--- src/rtl/wb_pkg.sv ---
// Shared definitions for the Wishbone slave adapter.
// Holds the FSM state encoding, bus widths and the data word returned on a
// backend timeout.
package wb_pkg;

  localparam int unsigned WB_DATA_W = 32;
  localparam int unsigned WB_SEL_W  = 4;

  localparam logic [WB_DATA_W-1:0] WB_TIMEOUT_DATA = 32'hDEAD_BEEF;

  typedef enum logic [1:0] {
    StIdle    = 2'd0,
    StReq     = 2'd1,
    StAck     = 2'd2,
    StRelease = 2'd3
  } state_t;

endpackage

--- src/rtl/wb_slv_watchdog.sv ---
// Backend watchdog for the Wishbone slave adapter.
// Counts cycles spent in the request state and flags expiry.
// Ports:
//   clk_i, rst_i  clock, asynchronous active-high reset
//   run_i         high while the adapter is waiting on the backend
//   expired_o     high in the TIMEOUT_CYCLES-th consecutive run cycle
module wb_slv_watchdog #(
  parameter int unsigned TIMEOUT_CYCLES = 255
) (
  input  logic clk_i,
  input  logic rst_i,
  input  logic run_i,
  output logic expired_o
);

  localparam int unsigned CntW = 16;
  // Count starts at 0 in the first run cycle, so expiry lands on cycle N.
  localparam logic [CntW-1:0] Limit = CntW'(TIMEOUT_CYCLES - 1);

  logic [CntW-1:0] cnt_q, cnt_d;

  always_comb begin
    cnt_d = '0;
    if (run_i) begin
      cnt_d = cnt_q + 1'b1;
    end
  end

  always_ff @(posedge clk_i or posedge rst_i) begin
    if (rst_i) begin
      cnt_q <= '0;
    end else begin
      cnt_q <= cnt_d;
    end
  end

  assign expired_o = run_i && (cnt_q == Limit);

endmodule

--- src/rtl/wishbone_slave_adapter.sv ---
// Wishbone classic-cycle slave endpoint forwarding each transfer as a single
// req/ready backend request, returning a registered one-cycle ACK and then
// waiting for STB release before accepting another transfer.
// Optional feature macro: WB_SLV_TIMEOUT_EN adds a backend watchdog and the
// timeout_o port.
// Ports:
//   clk_i, rst_i            clock, asynchronous active-high reset
//   wb_*_i / wb_*_o         Wishbone slave side
//   mem_*_o / mem_*_i       backend request port
//   timeout_o               watchdog expiry pulse (only with WB_SLV_TIMEOUT_EN)
module wishbone_slave_adapter
  import wb_pkg::*;
#(
  parameter logic [31:0] BASE_ADDR      = 32'h0000_0000,
  parameter logic [31:0] ADDR_MASK      = 32'hFFFF_0000,
  parameter int unsigned TIMEOUT_CYCLES = 255
) (
  input  logic                 clk_i,
  input  logic                 rst_i,
  input  logic [31:0]          wb_addr_i,
  input  logic [WB_DATA_W-1:0] wb_data_i,
  input  logic                 wb_we_i,
  input  logic [WB_SEL_W-1:0]  wb_sel_i,
  input  logic                 wb_stb_i,
  input  logic                 wb_cyc_i,
  output logic [WB_DATA_W-1:0] wb_data_o,
  output logic                 wb_ack_o,
  output logic                 mem_req_o,
  output logic                 mem_we_o,
  output logic [31:0]          mem_addr_o,
  output logic [WB_DATA_W-1:0] mem_wdata_o,
  output logic [WB_SEL_W-1:0]  mem_be_o,
  input  logic                 mem_ready_i,
  input  logic [WB_DATA_W-1:0] mem_rdata_i
`ifdef WB_SLV_TIMEOUT_EN
  ,
  output logic                 timeout_o
`endif
);

  state_t state_q, state_d;

  logic                 hit;
  logic                 start;
  logic                 aborting;
  logic                 expired;
  logic                 abort_q;
  logic [WB_DATA_W-1:0] rdata_q;
  logic                 we_q;
  logic [31:0]          addr_q;
  logic [WB_DATA_W-1:0] wdata_q;
  logic [WB_SEL_W-1:0]  be_q;

  assign hit      = ((wb_addr_i & ADDR_MASK) == BASE_ADDR);
  assign start    = (state_q == StIdle) && wb_cyc_i && wb_stb_i && hit;
  // Master gave up on this cycle: complete the backend side but never ACK.
  assign aborting = abort_q || !wb_cyc_i;

`ifdef WB_SLV_TIMEOUT_EN
  logic timeout_q;

  wb_slv_watchdog #(
    .TIMEOUT_CYCLES(TIMEOUT_CYCLES)
  ) u_watchdog (
    .clk_i    (clk_i),
    .rst_i    (rst_i),
    .run_i    (state_q == StReq),
    .expired_o(expired)
  );

  always_ff @(posedge clk_i or posedge rst_i) begin
    if (rst_i) begin
      timeout_q <= 1'b0;
    end else begin
      // A ready in the expiry cycle takes priority over the timeout.
      timeout_q <= (state_q == StReq) && expired && !mem_ready_i;
    end
  end

  assign timeout_o = timeout_q;
`else
  assign expired = 1'b0;
`endif

  // State register
  always_ff @(posedge clk_i or posedge rst_i) begin
    if (rst_i) begin
      state_q <= StIdle;
    end else begin
      state_q <= state_d;
    end
  end

  // Next-state logic
  always_comb begin
    state_d = state_q;
    unique case (state_q)
      StIdle: begin
        if (start) state_d = StReq;
      end
      StReq: begin
        if (mem_ready_i || expired) state_d = aborting ? StRelease : StAck;
      end
      StAck: begin
        state_d = StRelease;
      end
      StRelease: begin
        if (!wb_stb_i || !wb_cyc_i) state_d = StIdle;
      end
      default: state_d = StIdle;
    endcase
  end

  // Outputs decoded from the state register only
  always_comb begin
    wb_ack_o  = (state_q == StAck);
    mem_req_o = (state_q == StReq);
  end

  // Request capture, abort tracking and read-data return
  always_ff @(posedge clk_i or posedge rst_i) begin
    if (rst_i) begin
      abort_q <= 1'b0;
      rdata_q <= '0;
      we_q    <= 1'b0;
      addr_q  <= '0;
      wdata_q <= '0;
      be_q    <= '0;
    end else begin
      if (start) begin
        abort_q <= 1'b0;
        we_q    <= wb_we_i;
        addr_q  <= wb_addr_i;
        wdata_q <= wb_data_i;
        be_q    <= wb_sel_i;
      end else if ((state_q == StReq) && !wb_cyc_i) begin
        abort_q <= 1'b1;
      end
      if (state_q == StReq) begin
        if (mem_ready_i) begin
          rdata_q <= we_q ? '0 : mem_rdata_i;
        end else if (expired) begin
          rdata_q <= WB_TIMEOUT_DATA;
        end
      end
    end
  end

  assign wb_data_o   = rdata_q;
  assign mem_we_o    = we_q;
  assign mem_addr_o  = addr_q;
  assign mem_wdata_o = wdata_q;
  assign mem_be_o    = be_q;

endmodule

--- config.mk ---
export PLATFORM = sky130hd
export DESIGN_NAME = wishbone_slave_adapter
export DESIGN_NICKNAME = d
export VERILOG_FILES = /design/src/rtl/wb_pkg.sv /design/src/rtl/wb_slv_watchdog.sv /design/src/rtl/wishbone_slave_adapter.sv
export SDC_FILE = /design/constraint.sdc
export NUM_CORES = 1
export LEC_CHECK = 0
export ABC_CLOCK_PERIOD_IN_PS = 4250
export CAP_MARGIN = 30
export CORE_AREA = 5 5 108 110
export CTS_CLUSTER_SIZE = 20
export DETAILED_ROUTE_END_ITERATION = 6
export DIE_AREA = 0 0 113 115
export PLACE_DENSITY = 0.79
export SLEW_MARGIN = 0
export SYNTH_ARGS = -nofsm -noshare
export SYNTH_HDL_FRONTEND = slang
export SYNTH_SLANG_ARGS = --single-unit
--- constraint.sdc ---
create_clock -name clk_i -period 4.25 [get_ports clk_i]
set_clock_uncertainty 0.05 [all_clocks]
set_input_delay 0.85 -clock clk_i [delete_from_list [all_inputs] [get_ports clk_i]]
set_output_delay 0.85 -clock clk_i [all_outputs]
set_load 0.02 [all_outputs]
======== Word level (Yosys, flattened, before mapping) ========
Cells that the tools add are included.
storage, ports and cells
  output and inout port bits .............. 103
  register bits after elaboration ......... 104
  logic and storage cells ................. 34
  bits of input ports ..................... 106
operators by class
  reductions and logical operators ........ 13
  mux-type cells .......................... 8
  equality and inequality tests ........... 6
operators with widths
  kind                                                                     count
  32-bit logical NOT                                                       1
  32-bit two-way mux                                                       1
  2-bit case mux with 4 select lines                                       1
  2-bit two-way mux                                                        3
  2-bit equality test, second input constant                               2
  1-bit logical AND                                                        4
  2-bit inequality test, second input constant                             2
  1-bit two-way mux                                                        3
  3-bit AND reduction                                                      1
  2-bit by 1-bit equality test with 1-bit output, second input constant    1
  1-bit logical NOT                                                        2
  2-bit logical NOT                                                        1
  1-bit logical OR                                                         2
  2-bit by 1-bit inequality test with 1-bit output, second input constant  1
  2-bit AND reduction                                                      1
  2-bit nonzero test                                                       1

======== Logic depth before layout (Yosys ltp) ========
Gate-level depths: netlist of the first run.
  depth in word-level cells ............... 6
  gate-level depth with buffers ........... 8
  depth with buffers taken out ............ 6

======== Worst setup path before layout of the first run ========
OpenSTA, ideal clock, no wires.
  kind .................................... in2reg
  start point ............................. input wb_addr_i[26]
  end point ............................... register addr_q[0], in the netlist mem_addr_o[0]
  arrival time ............................ 2,036 ps
  buffers on the path ..................... 2
  setup time .............................. 127 ps
  stages on the path ...................... 6
  setup slack ............................. 2,036 ps
  data required time ...................... 4,073 ps
  cells stage by stage .................... nor4_1 > nand3_1 > nor2b_1 > buf_4 > buf_6 > mux2_1
between the ends
  word-level cells in the longest chain between the ends .. 2
ends and longest elaborated chain
  element               RTL line                       RTL
  start, declared       wishbone_slave_adapter.sv:20   input logic [31:0] wb_addr_i,
  32-bit logical NOT    wishbone_slave_adapter.sv:54   assign hit = ((wb_addr_i & ADDR_MASK) == BASE_ADDR);
  1-bit logical AND     wishbone_slave_adapter.sv:55   assign start = (state_q == StIdle) && wb_cyc_i && wb_stb_i && hit;
  end signal, assigned  wishbone_slave_adapter.sv:133  addr_q <= wb_addr_i;
  end, declared         wishbone_slave_adapter.sv:50   logic [31:0] addr_q;
Every way passes these cells.
A chain may end at the register's enable or synchronous reset.

======== Worst setup path after layout of the first run ========
  start point ............................. register state_q[1]
  end point ............................... output mem_req_o
between the ends
  word-level cells in the longest chain between the ends .. 1
ends and longest elaborated chain
  element                                         RTL line                       RTL
  start, declared                                 wishbone_slave_adapter.sv:41   state_t state_q, state_d;
  start signal, assigned                          wishbone_slave_adapter.sv:88   state_q <= StIdle;
  start signal, assigned                          wishbone_slave_adapter.sv:90   state_q <= state_d;
  2-bit by 1-bit equality test with 1-bit output  wishbone_slave_adapter.sv:117  mem_req_o = (state_q == StReq);
  end, declared                                   wishbone_slave_adapter.sv:28   output logic mem_req_o,
Every way passes these cells.

==> flow_metrics.py, run 1 <==
metrics = {
    "yosys": {
        "syn-num-nets": 430,
        "ys_ff_latch": 104,
        "yosysWarnings": 0,
        "ys_seq_area_share_pct": 63.1,
        "synth-edff-count": 0,
        "synth_cell_types": 27,
        "ys_async_sr_fraction_pct": 100,
        "syn_inst": 320,
        "netlist_area_sq_um": 4130,
        "ys.flop_type": "dfrtp_1",
        "avgSynthCellArea_sq_um": 12.9,
    },
    "power_and_ir_drop": {
        "seqPwrFrac_pct": 44.2,
        "p_sw_mw": 0.909,
        "power_leakage_nw": 3.05,
        "clockPowerShare_pct": 22.1,
        "combPwrFrac_pct": 33.6,
        "intPower_mw": 1.87,
        "cellPowerDensity_nw_per_um2": 425,
        "p_sw_share_pct": 32.7,
        "vdd_drop_max_mv": 0.331,
    },
    "timing": {
        "rsz0062_at_grt": "false",
        "drv_slew": 0,
        "worst_slack_ns": 1.52,
        "fin_setup_tns_ns": 0,
        "period_needed_ns": 2.73,
        "setup_viol": 0,
        "tightest_slew_ns": 0.543,
        "fmax_mhz": 367,
        "finalHoldViolCount": 0,
        "timing.final.crit_share_pct": 64.1,
        "relSlewSlack_pct": 63.8,
    },
    "routing": {
        "antenna_left": 0,
        "dr.pass1.iters": 4,
        "drc": 0,
        "viasPerCell": 4.61,
        "wirelength_mm": 10.7,
        "via_count": 3095,
        "drtIter0Drc": 132,
        "wl_per_cell_microns": 16.0,
    },
    "cells_and_area": {
        "final_cell_mix": "clkdlybuf4s50_1 (208), dfrtp_1 (104), mux2_1 (53)",
        "drive_gt1_share_pct": 4.33,
        "diodes": 0,
        "layout_commonest_cell": "clkdlybuf4s50_1",
        "fillers": 849,
        "final_nets": 636,
        "synthToLayoutAreaGrowth_pct": 58.7,
        "final_cell_area_sq_um": 6550,
    },
    "critical_path": {
        "required_ns": 3.35,
        "crit_type": "flop to output port",
        "end_kind": "output port",
        "path_max_fanout": 5,
        "reg2reg_depth": 7,
        "r2r-start": "state_q[0]",
        "crit_path_end": "mem_req_o",
        "startpoint": "state_q[1]",
        "cp-start-kind": "flop",
        "ff2ff_setup_slack_ns": 1.90,
        "r2r_end": "mem_wdata_o[8]",
        "arrival_ns": 1.83,
    },
    "clocking": {
        "cts_hold_buf": 0,
        "htreeDepth": 3,
        "cts_root_buffer": "clkbuf_8",
        "cts_tree": "done",
        "worstSkewPairLatency_ns": 0.35,
        "clk_path_buf_depth": 2,
        "cts.sinks": 104,
        "cts-buffers-inserted": 9,
        "clkTransAtPathRegs_ns": 0.10,
        "cts_setup_buffers": 0,
        "cts_repair_resize_count": 0,
    },
    "floorplan": {
        "fp.coreArea_sq_um": 10600,
        "pin_count": 209,
        "dieArea_sq_um": 13000,
        "fp.dieH_microns": 115,
        "floorplan.rows": 38,
        "die_w_microns": 113,
        "start_util_pct": 38.9,
    },
    "global_route": {
        "grt_pass1_wl_mm": 17.0,
        "track_usage_pct": 16.5,
        "grt_pass1_vias": 3285,
        "grt_start_max_net_pins": 105,
        "antenna_found_initial": 0,
        "overflow": 0,
    },
    "hold_path": {
        "holdCritPathClass": "flop to flop",
    },
    "place": {
        "dp_slack_ns": 1.28,
        "routabilityCongestion": 0.802,
        "portBuffers": 208,
        "dp_hpwl_mm": 8.05,
        "dpl_cell_area_sq_um": 6350,
    },
    "outcome": {
        "status": "complete, no violations",
    },
    "job": {
        "drv_cap": 0,
    },
}
==> per-layer routing <==
metal	global-route usage [%]	share of wire (%)
met5	0	0
met1	20.8	42
met3	5.68	9.2
met4	3.93	0.60
met2	27.4	48
==> synthesized netlist by cell type, types with 2 or more instances <==
cell type	number	share of area (%)
mux2_1	53	14
nand3_1	3	0.36
ha_1	4	1.2
inv_1	6	0.55
dfrtp_1	104	63
nand2_1	34	3.1
buf_6	6	1.6
a41oi_1	2	0.42
clkbuf_1	8	0.73
nand2b_1	33	5.0
o21ai_1	22	2.7
o21ai_0	11	1.3
nor2b_1	17	2.6
a21oi_1	2	0.24
nor2_1	2	0.18
nor4_1	2	0.30
==> power groups by stage <==
stage / Combinational [mW] / Sequential [mW] / Clock (mW)
CTS: 0.951 / 1.23 / 0.631
floorplan: 0.273 / 1.41 / 0
global route: 1.02 / 1.25 / 0.676
finish: 0.935 / 1.23 / 0.616
detailed placement: 0.947 / 1.25 / 0
global placement: 0.916 / 1.24 / 0
==> cell families after synthesis <==
kind of cell	share of synthesized area (%)
flops	63.1
simple gates	12.6
mux	14.5
compound gates	5.31
buf+inv	3.31
fa+ha+maj	1.21
==> worst min-delay path by stage <==
| stage | endpoint | cells after the start | start | slack, ns |
|---|---|---|---|---|
| after detailed placement | mem_wdata_o[7] | 1 | mem_wdata_o[7] | 0.42 |
| after global routing | mem_wdata_o[18] | 1 | mem_wdata_o[18] | 0.46 |
| after CTS | mem_wdata_o[7] | 1 | mem_wdata_o[7] | 0.45 |
| after global placement | wb_data_o[31] | 2 | wb_data_o[31] | 0.41 |
| final | wb_data_o[4] | 2 | wb_data_o[4] | 0.44 |
| after floorplan | abort_q | 2 | abort_q | 0.41 |
==> metrics by stage <==
step,utilization [%],power [mW],hold slack [ns],std cells
final,61.7,2.78,0.438,671
after global routing,61.7,2.95,0.456,671
after CTS,61.7,2.81,0.446,671
after detailed placement,59.9,2.20,0.424,655
after global placement,59.7,2.16,0.414,654
after floorplan,-,1.69,0.407,320
==> flip-flops by register name, summed over array words and instances, names as in the netlist <==
register and count:
mem_addr_o 32, mem_wdata_o 32, wb_data_o 32, mem_be_o 4, state_q 2, abort_q 1
mem_we_o 1
==> critical path, cell delays in order (launching register included) <==
cell	delay [ns]
dfrtp_1	0.43
inv_1	0.12
ha_1	0.26
clkdlybuf4s50_1	0.66
==> layout make-up <==
cell class                 count  area, sq um  area share, %
clock buffer                  10          128           1.95
clock inverter                 6         68.8           1.05
inverter                       6         25.0          0.382
multi-input combinational    193         1400           21.3
sequential                   104         2600           39.8
tap                          140          175           2.68
timing repair buffer         212         2150           32.8
Note: power is estimated with default switching activity, not from simulation.
==> inputs of run 2 (changes only) <==
- ABC_CLOCK_PERIOD_IN_PS: 4250 -> 2840
- clock period: 4.25 -> 2.84 ns (I/O delays scaled with it)
==> flow_metrics.py, run 2 (same netlist as run 1, synthesis figures left out) <==
metrics = {
    "outcome": {
        "status": "complete, no violations",
    },
    "clocking": {
        "clkTransAtPathRegs_ns": 0.09,
        "cts_tree": "done",
        "cts_repair_resize_count": 0,
        "cts_root_buffer": "clkbuf_8",
        "clk_path_buf_depth": 2,
        "cts-buffers-inserted": 9,
        "cts_hold_buf": 0,
        "cts_setup_buffers": 0,
        "cts.sinks": 104,
        "worstSkewPairLatency_ns": 0.35,
        "htreeDepth": 3,
    },
    "timing": {
        "drv_slew": 0,
        "timing.final.crit_share_pct": 85.5,
        "finalHoldViolCount": 0,
        "tightest_slew_ns": 0.567,
        "relSlewSlack_pct": 62.2,
        "rsz0062_at_grt": "false",
        "period_needed_ns": 2.43,
        "setup_viol": 0,
        "fmax_mhz": 412,
        "fin_setup_tns_ns": 0,
    },
    "floorplan": {
        "fp.coreArea_sq_um": 10600,
        "floorplan.rows": 38,
        "dieArea_sq_um": 13000,
        "fp.dieH_microns": 115,
        "start_util_pct": 38.9,
        "die_w_microns": 113,
        "pin_count": 209,
    },
    "cells_and_area": {
        "final_nets": 637,
        "diodes": 0,
        "layout_commonest_cell": "clkdlybuf4s50_1",
        "drive_gt1_share_pct": 4.33,
        "synthToLayoutAreaGrowth_pct": 58.6,
        "final_cell_mix": "clkdlybuf4s50_1 (208), dfrtp_1 (104), mux2_1 (53)",
        "fin_util_pct": 61.7,
    },
    "global_route": {
        "grt_start_max_net_pins": 105,
        "grt_pass1_vias": 3291,
        "grt_pass1_wl_mm": 16.7,
        "antenna_found_initial": 0,
        "track_usage_pct": 16.0,
        "overflow": 0,
    },
    "routing": {
        "dr.pass1.iters": 4,
        "wirelength_mm": 10.4,
        "drc": 0,
        "viasPerCell": 4.64,
        "drtIter0Drc": 126,
        "antenna_left": 0,
        "wl_per_cell_microns": 15.5,
        "via_count": 3115,
    },
    "critical_path": {
        "worstPathCellList": "inv_1, ha_1, clkdlybuf4s50_1",
        "worst-path-buf-inv": 2,
        "r2r-start": "state_q[0]",
        "cp_slowest_cell": "clkdlybuf4s50_1",
        "arrival_ns": 1.81,
        "cp-start-kind": "flop",
        "reg2reg_depth": 7,
        "crit_family": "buffers and inverters",
        "required_ns": 2.22,
        "end_kind": "output port",
        "r2r_end": "mem_wdata_o[15]",
        "startpoint": "state_q[1]",
        "crit_path_end": "mem_req_o",
        "slowest_delay_ns": 0.65,
        "crit_type": "flop to output port",
        "cp_num_cells": 3,
        "path_max_fanout": 5,
        "ff2ff_setup_slack_ns": 0.51,
    },
    "job": {
        "drv_cap": 0,
    },
    "place": {
        "portBuffers": 208,
        "dp_hpwl_mm": 7.97,
        "routabilityCongestion": 0.731,
    },
    "power_and_ir_drop": {
        "cellPowerDensity_nw_per_um2": 627,
        "power_leakage_nw": 3.06,
        "vdd_drop_max_mv": 0.441,
    },
    "hold_path": {
        "holdCritPathClass": "flop to flop",
        "worstHoldStart": "wb_data_o[8]",
    },
}
==> run 2: changes by cell type in the layout (fill, tap and decap cells not counted), sizes merged <==
cell / change
clkinv: +2
buf: +1
clkinvlp: -2
inv: -1
==> run 2: worst min path at each step <==
stage / endpoint / depth (start not counted)
3_5_place_dp: wb_data_o[8] / 2
2_1_floorplan: abort_q / 2
6_report: wb_data_o[8] / 2
3_3_place_gp: wb_data_o[4] / 2
4_1_cts: wb_data_o[8] / 2
5_1_grt: mem_wdata_o[20] / 1
==> run 2: cell type report <==
class / count / area, sq um
well taps: 140 / 175
repair buffers: 213 / 2160
inverters: 6 / 26.3
flip-flops and latches: 104 / 2600
clock buffers: 10 / 128
fillers: 868 / 4060
multi-input cells: 193 / 1400
clock inverters: 5 / 57.6
==> run 2: tightest hold or removal path: stages, from the launching register on <==
cell,delay [ns]
dfrtp_1,0.35
nand2_1,0.04
o21ai_0,0.06
==> run 2: stage by stage <==
stage | area, sq um | cells | hold WS [ns] | setup slack, ns | power, mW
6_report | 6540 | 671 | 0.438 | 0.411 | 4.10
5_1_grt | 6540 | 671 | 0.459 | 0.279 | 4.35
4_1_cts | 6540 | 671 | 0.445 | 0.374 | 4.17
3_5_place_dp | 6360 | 656 | 0.422 | 0.214 | 3.27
3_3_place_gp | 6360 | 656 | 0.413 | 0.298 | 3.23
2_1_floorplan | 4130 | 320 | 0.407 | 0.869 | 2.52
==> run 2: per-layer routing <==
metal  share of wire (%)  vias to the layer above  global-route usage (%)
met5                   0                        -                       0
met4                 1.3                        0                    5.61
met3                  11                       12                    6.11
met2                  48                      127                    27.6
met1                  40                     1489                    18.4
li1                    -                     1487                       -
==> run 2: report_power, final <==
group	switching [mW]	total [mW]	leakage [nW]	internal (mW)
logic	0.704	1.38	1.56	0.680
registers	0.128	1.84	1.40	1.71
clock network	0.479	0.884	0.0965	0.405
